--- src/rtl/stream_mux_pkg.sv ---
// stream_mux_pkg: lock FSM state type and round-robin index helper shared by stream_mux_rr
package stream_mux_pkg;
  typedef enum logic {IDLE, LOCKED} lock_state_t;
  function automatic int rr_next(input int k, input int n);
    return (k + 1 >= n) ? 0 : k + 1;
  endfunction
endpackage

--- src/rtl/rr_arbiter.sv ---
// rr_arbiter: round-robin priority search starting at ptr, plus the ptr register
module rr_arbiter import stream_mux_pkg::*; #(
  parameter int INS = 4,
  localparam int SW = $clog2(INS)
) (
  input  logic           clk,
  input  logic           reset_n,
  input  logic [INS-1:0] req,
  input  logic           adv,
  output logic [SW-1:0]  gnt,
  output logic           gnt_valid
);
  logic [SW-1:0] ptr;
  logic [SW:0]   j;
  // scan offsets high to low so the smallest offset from ptr is the one left standing
  always_comb begin
    gnt = '0;
    gnt_valid = 1'b0;
    j = '0;
    for (int i = INS - 1; i >= 0; i--) begin
      j = {1'b0, ptr} + (SW+1)'(i);
      j = (j >= (SW+1)'(INS)) ? j - (SW+1)'(INS) : j;
      if (req[j[SW-1:0]]) begin
        gnt = j[SW-1:0];
        gnt_valid = 1'b1;
      end
    end
  end
  // ptr moves past the winner only when the caller says the grant completes a turn
  always_ff @(posedge clk)
    if (!reset_n) ptr <= '0;
    else if (adv) ptr <= SW'(rr_next(int'(gnt), INS));
endmodule

--- src/rtl/stream_mux_rr.sv ---
// stream_mux_rr: N-to-1 round-robin stream mux with registered output; packet lock under STREAM_MUX_LOCK_EN
module stream_mux_rr import stream_mux_pkg::*; #(
  parameter int INS = 4,
  parameter int W = 8,
  localparam int SW = $clog2(INS)
) (
  input  logic             clk,
  input  logic             reset_n,
  input  logic [INS*W-1:0] in_data,
  input  logic [INS-1:0]   in_valid,
  output logic [INS-1:0]   in_ready,
`ifdef STREAM_MUX_LOCK_EN
  input  logic [INS-1:0]   in_last,
`endif
  output logic [W-1:0]     out_data,
  output logic             out_valid,
  output logic [SW-1:0]    out_sel,
  input  logic             out_ready
);
  logic           free, gnt_valid, adv;
  logic [SW-1:0]  gnt;
  logic [INS-1:0] req;
  logic [W-1:0]   ch [INS];
  for (genvar k = 0; k < INS; k++) begin : g_ch
    assign ch[k] = in_data[k*W +: W];
  end
  assign free = !out_valid || out_ready;
`ifdef STREAM_MUX_LOCK_EN
  lock_state_t   state;
  logic [SW-1:0] lock_ch;
  assign req = (reset_n && free) ? in_valid & ((state == LOCKED) ? INS'(1) << lock_ch : '1) : '0;
  assign adv = gnt_valid && in_last[gnt];
  // every accepted beat decides the lock: a non-last beat locks onto its channel, a last beat releases
  always_ff @(posedge clk)
    if (!reset_n) begin
      state <= IDLE;
      lock_ch <= '0;
    end else if (gnt_valid) begin
      state <= in_last[gnt] ? IDLE : LOCKED;
      lock_ch <= gnt;
    end
`else
  assign req = (reset_n && free) ? in_valid : '0;
  assign adv = gnt_valid;
`endif
  assign in_ready = gnt_valid ? INS'(1) << gnt : '0;
  rr_arbiter #(.INS(INS)) u_arb (
    .clk(clk),
    .reset_n(reset_n),
    .req(req),
    .adv(adv),
    .gnt(gnt),
    .gnt_valid(gnt_valid)
  );
  // load on grant, drop valid once drained with nothing to load, hold while stalled
  always_ff @(posedge clk)
    if (!reset_n) begin
      out_valid <= 1'b0;
      out_data <= '0;
      out_sel <= '0;
    end else if (gnt_valid) begin
      out_valid <= 1'b1;
      out_data <= ch[gnt];
      out_sel <= gnt;
    end else if (free) out_valid <= 1'b0;
endmodule
--- config.mk ---
export PLATFORM = sky130hd
export DESIGN_NAME = stream_mux_rr
export DESIGN_NICKNAME = d
export VERILOG_FILES = /design/src/rtl/stream_mux_pkg.sv /design/src/rtl/rr_arbiter.sv /design/src/rtl/stream_mux_rr.sv
export SDC_FILE = /design/constraint.sdc
export NUM_CORES = 1
export LEC_CHECK = 0
export ABC_AREA = 1
export CORE_ASPECT_RATIO = 1.4
export CORE_MARGIN = 3
export CORE_UTILIZATION = 44
export CTS_CLUSTER_DIAMETER = 80
export DETAILED_ROUTE_END_ITERATION = 16
export GPL_ROUTABILITY_DRIVEN = 0
export PLACE_DENSITY_LB_ADDON = 0.15
export SETUP_SLACK_MARGIN = 0.5
export SLEW_MARGIN = 20
export SYNTH_ARGS = -nofsm -noshare
export SYNTH_HDL_FRONTEND = slang
export SYNTH_SLANG_ARGS = --single-unit
--- constraint.sdc ---
create_clock -name clk -period 3.4 [get_ports clk]
set_input_delay 0.51 -clock clk [delete_from_list [all_inputs] [get_ports clk]]
set_output_delay 0.51 -clock clk [all_outputs]
set_load 0.02 [all_outputs]
### Yosys cells after proc, flatten, opt, wreduce, memory -nomap -nowiden

Index checks and enable logic that the tools add are counted.

* latch bits: 0
* output and inout port bits: 15
* bits in registers: 13
* RAM bits: 0
* ROM bits: 0
* logic and storage cells: 56
* memories kept: 0

* equal/unequal tests: 0
* reductions and logical operators: 4
* add/sub/neg operators: 8
* magnitude comparators: 10
* div/mod/pow operators: 0
* bitwise logic cells: 1
* multipliers: 0
* multiplexer cells: 28
* shift-type cells: 1

Operators by type and width (count)
* $mux W2: 9
* $bmux W8 S2: 1
* $mux W8: 2
* $ge A3 B3 Y1 const B: 5
* $lt A2 B3 Y1 const B: 4
* $mux W1: 10
* $bmux W1 S2: 4
* $mux W4: 2
* $sub A2 B1 Y2 const B: 4
* $add A2 B1 Y3 const B: 2
* $add A2 B2 Y3 const B: 2
* $shl A1 B2 Y4 const A: 1
* $ge A2 B3 Y1 const B: 1
* $not A2 Y3: 1
* $reduce_bool A2 Y1: 1
* $logic_and A1 B1 Y1: 1
* $logic_not A1 Y1: 1
* $logic_or A1 B1 Y1: 1

### Depth between registers and ports, before layout

Gate-level depths: netlist of run 1.

* word-level depth: 14
* mapped depth: 18

### Hierarchy

A second synthesis of run 1 with hierarchy kept.

* cell total of the unflattened synthesis: 185
* area total of the unflattened synthesis: 1123.6 sq um

Modules (own cells, without submodules)
* stream_mux_rr: instances 1, sequential area each 220.2 sq um, cells an instance 120, area each 721.9 sq um
* rr_arbiter: instances 1, sequential area each 40.0 sq um, cells an instance 65, area each 401.6 sq um

### Worst setup path before layout of run 1

No wires, ideal clock.

* path type: input-to-output
* from: input out_ready
* to: output in_ready[3]
* cell stages on the path: 13
* slack: 0.901 ns
* arrival time: 1.989 ns
* buffers on the path: 2
* cell sequence: inv_1 > nand2_1 > buf_4 > nand4_1 > nand2_1 > nor2_1 > nor2_1 > nand3_4 > nand2_4 > buf_4 > ha_1 > inv_1 > nor2_1

* word-level cells in the longest chain between the ends: 11
* elaborated cells between the ends (all ways): 21
* classes of those cells: shift (1); mux (18); reduce/logical (2)

Ends and longest elaborated chain
* start, declared: line stream_mux_rr.sv:18 `input logic out_ready`
* $logic_or A1 B1 Y1 (*): line stream_mux_rr.sv:27 `assign free = !out_valid || out_ready;`
* $logic_and A1 B1 Y1 (*): line stream_mux_rr.sv:43 `assign req = (reset_n && free) ? in_valid : '0;`
* $mux W4 (*): line stream_mux_rr.sv:43
* $bmux W1 S2: line rr_arbiter.sv:23 `if (req[j[SW-1:0]]) begin`
* $mux W1 (not written as such): line rr_arbiter.sv:23
* $mux W2 (4 in series): line rr_arbiter.sv:23
* $shl A1 B2 Y4: line stream_mux_rr.sv:46 `assign in_ready = gnt_valid ? INS'(1) << gnt : '0;`
* $mux W4 (*): line stream_mux_rr.sv:46
* end, declared: line stream_mux_rr.sv:11 `output logic [INS-1:0] in_ready,`

Every way passes the cells marked *; elsewhere a longest branch is shown, timed or not. The select of a mux whose other input is x is not followed.

### Final worst setup path of run 1

* from: register u_arb.ptr[0]
* to: output in_ready[3]

* word-level cells in the longest chain between the ends: 11
* elaborated cells between the ends (all ways): 33
* classes of those cells: add/sub (7); order compare (4); shift (1); mux (21)

Ends and longest elaborated chain
* start, declared: line rr_arbiter.sv:13 `logic [SW-1:0] ptr;`
* start signal, assigned: line rr_arbiter.sv:32 `else if (adv) ptr <= SW'(rr_next(int'(gnt), INS));`
* $add A2 B2 Y3: line rr_arbiter.sv:21 `j = {1'b0, ptr} + (SW+1)'(i);`
* $ge A3 B3 Y1 or $sub A2 B1 Y2 (tied branches): line rr_arbiter.sv:22 `j = (j >= (SW+1)'(INS)) ? j - (SW+1)'(INS) : j;`
* $mux W2: line rr_arbiter.sv:22
* $bmux W1 S2: line rr_arbiter.sv:23
* $mux W1 (not written as such): line rr_arbiter.sv:23
* $mux W2 (4 in series): line rr_arbiter.sv:23
* $shl A1 B2 Y4: line stream_mux_rr.sv:46
* $mux W4 (*): line stream_mux_rr.sv:46

Marked as above.

==> results_dict.tcl, run 1 <==
set metrics [dict create \
    leakagePower_nw 0.929 \
    via_per_inst 4.98 \
    fin_hold_ws_ns 0.479 \
    ctsHoldBuffers 0 \
    powerDensity_nw_per_um2 845 \
    clkSinkCount 13 \
    die-area_sq_um 3180 \
    antenna_found_initial 0 \
    grt_pass1_wl_mm 5.48 \
    rows 20 \
    drt_iter0_markers 37 \
    finalSetupTns_ns 0 \
    drive_gt1_share_pct 21.7 \
    seqPwrFrac_pct 17.1 \
    syn-cell-area_sq_um 1110 \
    postRouteWirelength_mm 3.39 \
    drv_cap 0 \
    crit_family "simple AND/OR/NAND/NOR gates" \
    ys_ff_latch 13 \
    cp_common_cell "nand2_4" \
    power_mw 1.56 \
    post-route-drc-count 0 \
    diodes 0 \
    worst_slack_ns 0.704 \
    power_frac_comb_pct 76.4 \
    first_pass_iters 4 \
    grt_max_degree 18 \
    clkPwrFrac_pct 6.5 \
    clkSlewWorstSetupHoldPaths_ns 0.09 \
    die_width_um 48.5 \
    h-tree-depth 1 \
    hold_class "flip-flop to flip-flop" \
    dp_hpwl_mm 2.66 \
    critPathArrivalTime_ns 2.19 \
    synth_nets 227 \
    intPower_mw 0.781 \
    clock_latency_ns 0.28 \
    finalCriticalPeriod_ns 2.70 \
    cpPeakStageDelay_ns 0.63 \
    skew_ns 0.00632 \
    yosys_warnings 0 \
    tritoncts "built" \
    vdd_drop_max_uv 465 \
    dp_slack_ns 0.108 \
    grt_pass1_vias 1350 \
    ioPinCount 54 \
    worstSetupStartpointType "flip-flop" \
    initial_core_util_pct 48.8 \
    period_share_pct 79.3 \
    grtUsageTotal_pct 21.6 \
    syn_inst 187 \
    final_nets 294 \
    final_antenna_net_count 0 \
    cts_made_buffers 3 \
    core_area_sq_um 2280 \
    slew-limit-headroom_pct 67.4 \
    dr_total_vias 1425 \
    path_cells "inv_2 > nand4_1 > nand2_2 > nand2_2 > nand2_2 > inv_2 > nand2_4 > nand2_4 > nand2_4 > nand2_4 > ha_4 > inv_1 > nor2_1 > buf_4" \
    power.net_switching_mw 0.780 \
    final_hold_viol_count 0 \
    p_sw_share_pct 50.0 \
    critPathRequiredTime_ns 2.89 \
    areaGrowthSynthToFinish_pct 66.1 \
    status "completed" \
    tightest_slew_ns 0.488 \
    portBuffers 53 \
    rsz0062_at_grt "no" \
    syn_area_per_cell_sq_um 5.95 \
    path_max_fanout 12 \
    clockBufferDepth 2 \
    path_buf_inv 4 \
    maxSlewViolCount 0 \
    seq_area_frac_synth_pct 23.4 \
    clock.fmax_mhz 371 \
    cp_slowest_cell "dfxtp_1" \
    setup_viol 0 \
    end_kind "output port" \
    grt_remaining_overflow 0 \
    clock-root-buffer "clkbuf_4" \
    die_h_um 65.5 \
    critPathKind "flip-flop to output port" \
    drt-wirelength-per-cell_um 11.9 \
    ys_types 22 \
]
==> registers in the layout, indices dropped and copies added (netlist names) <==
name	flops
out_data	8
out_valid	1
out_sel	2
u_arb.ptr	2
==> final cells by class <==
type | instances | area, sq um
repair buffers | 70 | 672
fillers | 168 | 429
multi-input cells | 137 | 739
inverters | 29 | 109
flip-flops and latches | 13 | 260
clock buffers | 4 | 26.3
well taps | 33 | 41.3
==> synthesized netlist by cell type <==
master,n,area share (%)
a21oi_1,4,1.8
a21oi_2,1,0.79
buf_2,2,0.90
buf_4,4,2.7
buf_6,2,2.0
dfxtp_1,13,23
ha_1,1,1.1
inv_1,22,7.4
inv_2,7,2.4
nand2_1,52,18
nand2_2,2,1.1
nand2_4,4,4.0
nand3_1,31,14
nand3_4,1,1.6
nand4_1,13,7.3
nor2_1,17,5.7
nor2_2,1,0.56
nor2_4,1,1.0
o211ai_1,1,0.68
o21ai_0,5,2.2
o21ai_1,2,0.90
xor2_1,1,0.79
==> metrics by stage <==
step	utilization [%]	area, sq um	cells
floorplan	-	1110	187
finish	81.2	1850	286
global route	81.2	1850	286
CTS	75.5	1720	280
detailed placement	74.8	1700	276
global placement	74.8	1700	276
==> power by group through the flow <==
stage	Sequential [mW]	Combinational [mW]	Clock, mW
after floorplan	0.313	0.680	0
after global placement	0.267	1.09	0
after detailed placement	0.269	1.10	0
after CTS	0.266	1.08	0.102
after global routing	0.275	1.32	0.115
final	0.267	1.19	0.101
==> per-layer routing <==
metal	wire length (um)	vias to the layer above	track usage [%]
met3	152	10	2.72
li1	-	735	-
met4	114	0	10.7
met5	0	-	0
met1	1270	634	21.8
met2	1860	46	43.1
==> worst reg2reg max path, delay by kind of cell, from the launching register on <==
kind,cells,cell delay [ns]
AND/OR/NAND/NOR,13,0.97
flip-flops,1,0.63
buffers and inverters,4,0.52
==> cells by family (layout without fill, tap and decap cells) <==
kind of cell             after synthesis  count (layout)  share of synthesized area [%]
AO/OA/AOI/OAI                         13              13                           6.41
AND/OR/NAND/NOR                      122             122                           52.9
buffers and inverters                 37             103                           15.4
flip-flops                            13              13                           23.4
XOR/XNOR                               1               1                          0.788
adder cells (fa/ha/maj)                1               1                           1.12
==> placed cells by master (no fill, tap or decap), types with 2 or more instances in the layout <==
| cell | Yosys | layout |
|---|---|---|
| clkdlybuf4s50_1 | 0 | 47 |
| nand2_1 | 52 | 41 |
| nand3_1 | 31 | 30 |
| inv_1 | 22 | 22 |
| nor2_1 | 17 | 17 |
| buf_4 | 4 | 16 |
| nand4_1 | 13 | 13 |
| dfxtp_1 | 13 | 13 |
| nand2_2 | 2 | 12 |
| inv_2 | 7 | 7 |
| nand2_4 | 4 | 5 |
| o21ai_0 | 5 | 5 |
| buf_6 | 2 | 5 |
| a21oi_1 | 4 | 4 |
| clkbuf_4 | 0 | 3 |
| nor2_4 | 1 | 2 |
| dlymetal6s2s_1 | 0 | 2 |
==> worst paths after layout <==
path,from,to,slack [ns],cells past startpoint
hold reg to reg,out_sel[1]$_SDFFE_PN0P_,out_sel[1]$_SDFFE_PN0P_,0.48,2
setup reg to reg,u_arb.ptr[0]$_SDFFE_PN0P_,out_data[1]$_SDFFE_PN0P_,1.20,17
setup / recovery,u_arb.ptr[0]$_SDFFE_PN0P_,in_ready[3],0.70,14
hold / removal,out_sel[1]$_SDFFE_PN0P_,out_sel[1]$_SDFFE_PN0P_,0.48,2
==> repair_timing <==
action                                 in CTS  in global routing
endpoints found under the hold margin       0                  0
setup endpoints to repair                   4                  4
gates resized for setup                    15                 30
pin swaps                                   0                 13
cloned                                      0                  2
setup buffers                               0                  4
Power figures use the tool's default switching activity.
==> run 2, diff against run 1 <==
--- a/config.mk
+++ b/config.mk
@@ -8,7 +8,7 @@
 export ABC_AREA = 1
 export CORE_ASPECT_RATIO = 1.4
 export CORE_MARGIN = 3
-export CORE_UTILIZATION = 44
+export CORE_UTILIZATION = 40
 export CTS_CLUSTER_DIAMETER = 80
 export DETAILED_ROUTE_END_ITERATION = 16
 export GPL_ROUTABILITY_DRIVEN = 0
==> constraint.sdc (replaced) <==
create_clock -name clk -period 2.6 [get_ports clk]
set_input_delay 0.39 -clock clk [delete_from_list [all_inputs] [get_ports clk]]
set_output_delay 0.39 -clock clk [all_outputs]
set_load 0.02 [all_outputs]
==> run 2 against run 1 <==
Against the previous run:
- count of clock-buffer cells in the layout stayed put
- design area is 9.8% higher
- via count is 3.1% higher
- routed wire length is 8.3% higher
- critical endpoint unchanged
- largest cell class is now non-clock buffers
- largest power group unchanged
==> results_dict.tcl, run 2 (synthesis gave the netlist of run 1 again) <==
set metrics [dict create \
    via_per_inst 4.80 \
    clkSlewWorstSetupHoldPaths_ns 0.08 \
    r2r_end "out_data[1]$_SDFFE_PN0P_" \
    endpoint "in_ready[3]" \
    final.fill_count 213 \
    rows 22 \
    worstSetupStartpointType "flip-flop" \
    drt-wirelength-per-cell_um 12.0 \
    dr_total_vias 1469 \
    power_frac_comb_pct 78.8 \
    post-route-drc-count 0 \
    final_cell_mix "48 x nand2_1, 43 x clkdlybuf4s50_1, 29 x buf_4, 27 x nand3_1, 21 x inv_1" \
    crit_family "simple AND/OR/NAND/NOR gates" \
    tritoncts "built" \
    layout_commonest_cell "nand2_1" \
    fin_hold_ws_ns 0.502 \
    period_share_pct 91.3 \
    slew-limit-headroom_pct 85.1 \
    die_width_um 50.6 \
    reg.largest.list "out_data (8), out_sel (2), u_arb.ptr (2)" \
    seqPwrFrac_pct 15.6 \
    initial_core_util_pct 42.1 \
    maxSlewViolCount 0 \
    ctsHoldBuffers 0 \
    drive_gt1_share_pct 27.4 \
    largest_reg_flops 8 \
    path_max_fanout 6 \
    clock-root-buffer "clkbuf_4" \
    p_sw_share_pct 47.9 \
    leakagePower_nw 1.02 \
    final_antenna_net_count 0 \
    first_pass_iters 4 \
    diodes 0 \
    rrSetupSlack_ns 0.52 \
    grt_max_degree 13 \
    final_nets 311 \
    cp_common_cell "nand2_4" \
    path_cells "nand2_4 > buf_12 > buf_6 > nand4_1 > nand2_2 > nand2_1 > nand2_2 > nand2_4 > nand2_4 > nand2_4 > nand2_4 > ha_4 > inv_2 > nor2_4 > buf_6" \
    grt_pass1_vias 1361 \
    cp_slowest_cell "dfxtp_2" \
    grt_remaining_overflow 0 \
    antenna_found_initial 0 \
    critPathKind "flip-flop to output port" \
    hp-start "out_sel[1]$_SDFFE_PN0P_" \
    cts_made_buffers 3 \
    final_hold_viol_count 0 \
    setup_viol 0 \
    clock_latency_ns 0.27 \
    critPathArrivalTime_ns 1.98 \
    areaGrowthSynthToFinish_pct 82.5 \
    path_depth 15 \
    drt_iter0_markers 17 \
    vdd_drop_max_uv 565 \
    skew_ns 0.00165 \
    drv_cap 0 \
    path_buf_inv 4 \
    tightest_slew_ns 0.223 \
    reg2reg_depth 19 \
    postRouteWirelength_mm 3.67 \
    core_area_sq_um 2640 \
    clock.fmax_mhz 421 \
    status "completed" \
    powerDensity_nw_per_um2 1120 \
    grtUsageTotal_pct 20.7 \
    clockBufferDepth 2 \
    die_h_um 68.4 \
    startpoint "out_valid$_SDFFE_PN0P_" \
    regMostFlops "out_data" \
    h-tree-depth 1 \
    portBuffers 53 \
    cpPeakStageDelay_ns 0.34 \
    rsz0062_at_grt "yes" \
    power.net_switching_mw 1.09 \
    dp_hpwl_mm 2.58 \
    intPower_mw 1.18 \
    die-area_sq_um 3460 \
    critPathRequiredTime_ns 2.21 \
    post-route-util_pct 76.8 \
    clkPwrFrac_pct 5.6 \
    grt_pass1_wl_mm 5.48 \
    hold_class "flip-flop to flip-flop" \
    end_kind "output port" \
    finalCriticalPeriod_ns 2.37 \
    reg2reg_from "out_valid$_SDFFE_PN0P_" \
    ioPinCount 54 \
    clkSinkCount 13 \
]
## run 2: cell count changes in the layout (fill, tap and decap cells not counted), moves of 3 or more
| cell | before | now |
|---|---|---|
| nand3_1 | 30 | 27 |
| buf_4 | 16 | 29 |
| nand3_2 | 1 | 4 |
| nand2_1 | 41 | 48 |
| dlygate4sd2_1 | 0 | 4 |
| nand2_2 | 12 | 4 |
| clkdlybuf4s50_1 | 47 | 43 |
## run 2: worst min-delay path by stage
stage	to	cells after the start
3_5_place_dp	out_sel[1]$_SDFFE_PN0P_	2
4_1_cts	out_sel[1]$_SDFFE_PN0P_	2
5_1_grt	out_sel[1]$_SDFFE_PN0P_	2
6_report	out_sel[1]$_SDFFE_PN0P_	2
3_3_place_gp	out_sel[1]$_SDFFE_PN0P_	2
2_1_floorplan	u_arb.ptr[1]$_SDFFE_PN0P_	2
## run 2: through the flow
stage	std cells	instance area, sq um	TNS [ns]	setup WS, ns	total power [mW]
final	306	2030	0	0.225	2.27
after global routing	306	2030	0	0.133	2.46
after CTS	303	1960	0	0.318	2.17
after detailed placement	289	1820	-1.68	-0.461	1.88
after global placement	289	1820	-1.63	-0.467	1.86
after floorplan	187	1130	0	0.503	1.32
## run 2: worst min-delay path, delay by kind of cell, from the launching register on
family             cells  cell delay (ns)
AOI/OAI and AO/OA      1             0.06
DFF                    1             0.33
and+or+nand+nor        1             0.07
## run 2: power by group through the flow
stage / Clock [mW] / Combinational [mW] / Sequential (mW)
final: 0.126 / 1.79 / 0.353
after global placement: 0 / 1.52 / 0.345
after global routing: 0.143 / 1.95 / 0.365
after detailed placement: 0 / 1.53 / 0.346
after floorplan: 0 / 0.907 / 0.410
after CTS: 0.131 / 1.70 / 0.344
## run 2: area by class of cell
class / count / area [sq um] / share of cell area, %
flip-flops and latches: 13 / 265 / 13.1
multi-input cells: 137 / 764 / 37.7
clock buffers: 4 / 26.3 / 1.29
repair buffers: 87 / 817 / 40.3
well taps: 36 / 45.0 / 2.22
inverters: 29 / 111 / 5.49
## run 2: routing by layer
layer	share of wire [%]	up-vias	wire, um	global-route usage, %
li1	-	770	-	-
met2	55	38	2010	40.0
met4	1.7	0	62	10.1
met3	4.2	6	154	3.05
met5	0	-	0	0
met1	39	655	1450	21.4
## run 2: repair_timing
action,CTS,global route
buffers inserted,10,3
pin swaps,16,10
endpoints found under the setup margin,13,9
gates cloned,0,0
gates resized for setup,46,13
==> run 3, diff against run 2 <==
--- a/config.mk
+++ b/config.mk
@@ -6,6 +6,7 @@
 export NUM_CORES = 1
 export LEC_CHECK = 0
 export ABC_AREA = 1
+export CAP_MARGIN = 10
 export CORE_ASPECT_RATIO = 1.4
 export CORE_MARGIN = 3
 export CORE_UTILIZATION = 40
==> results of run 3 <==
The final DEF is identical to that of run 2; final timing and power are the same.
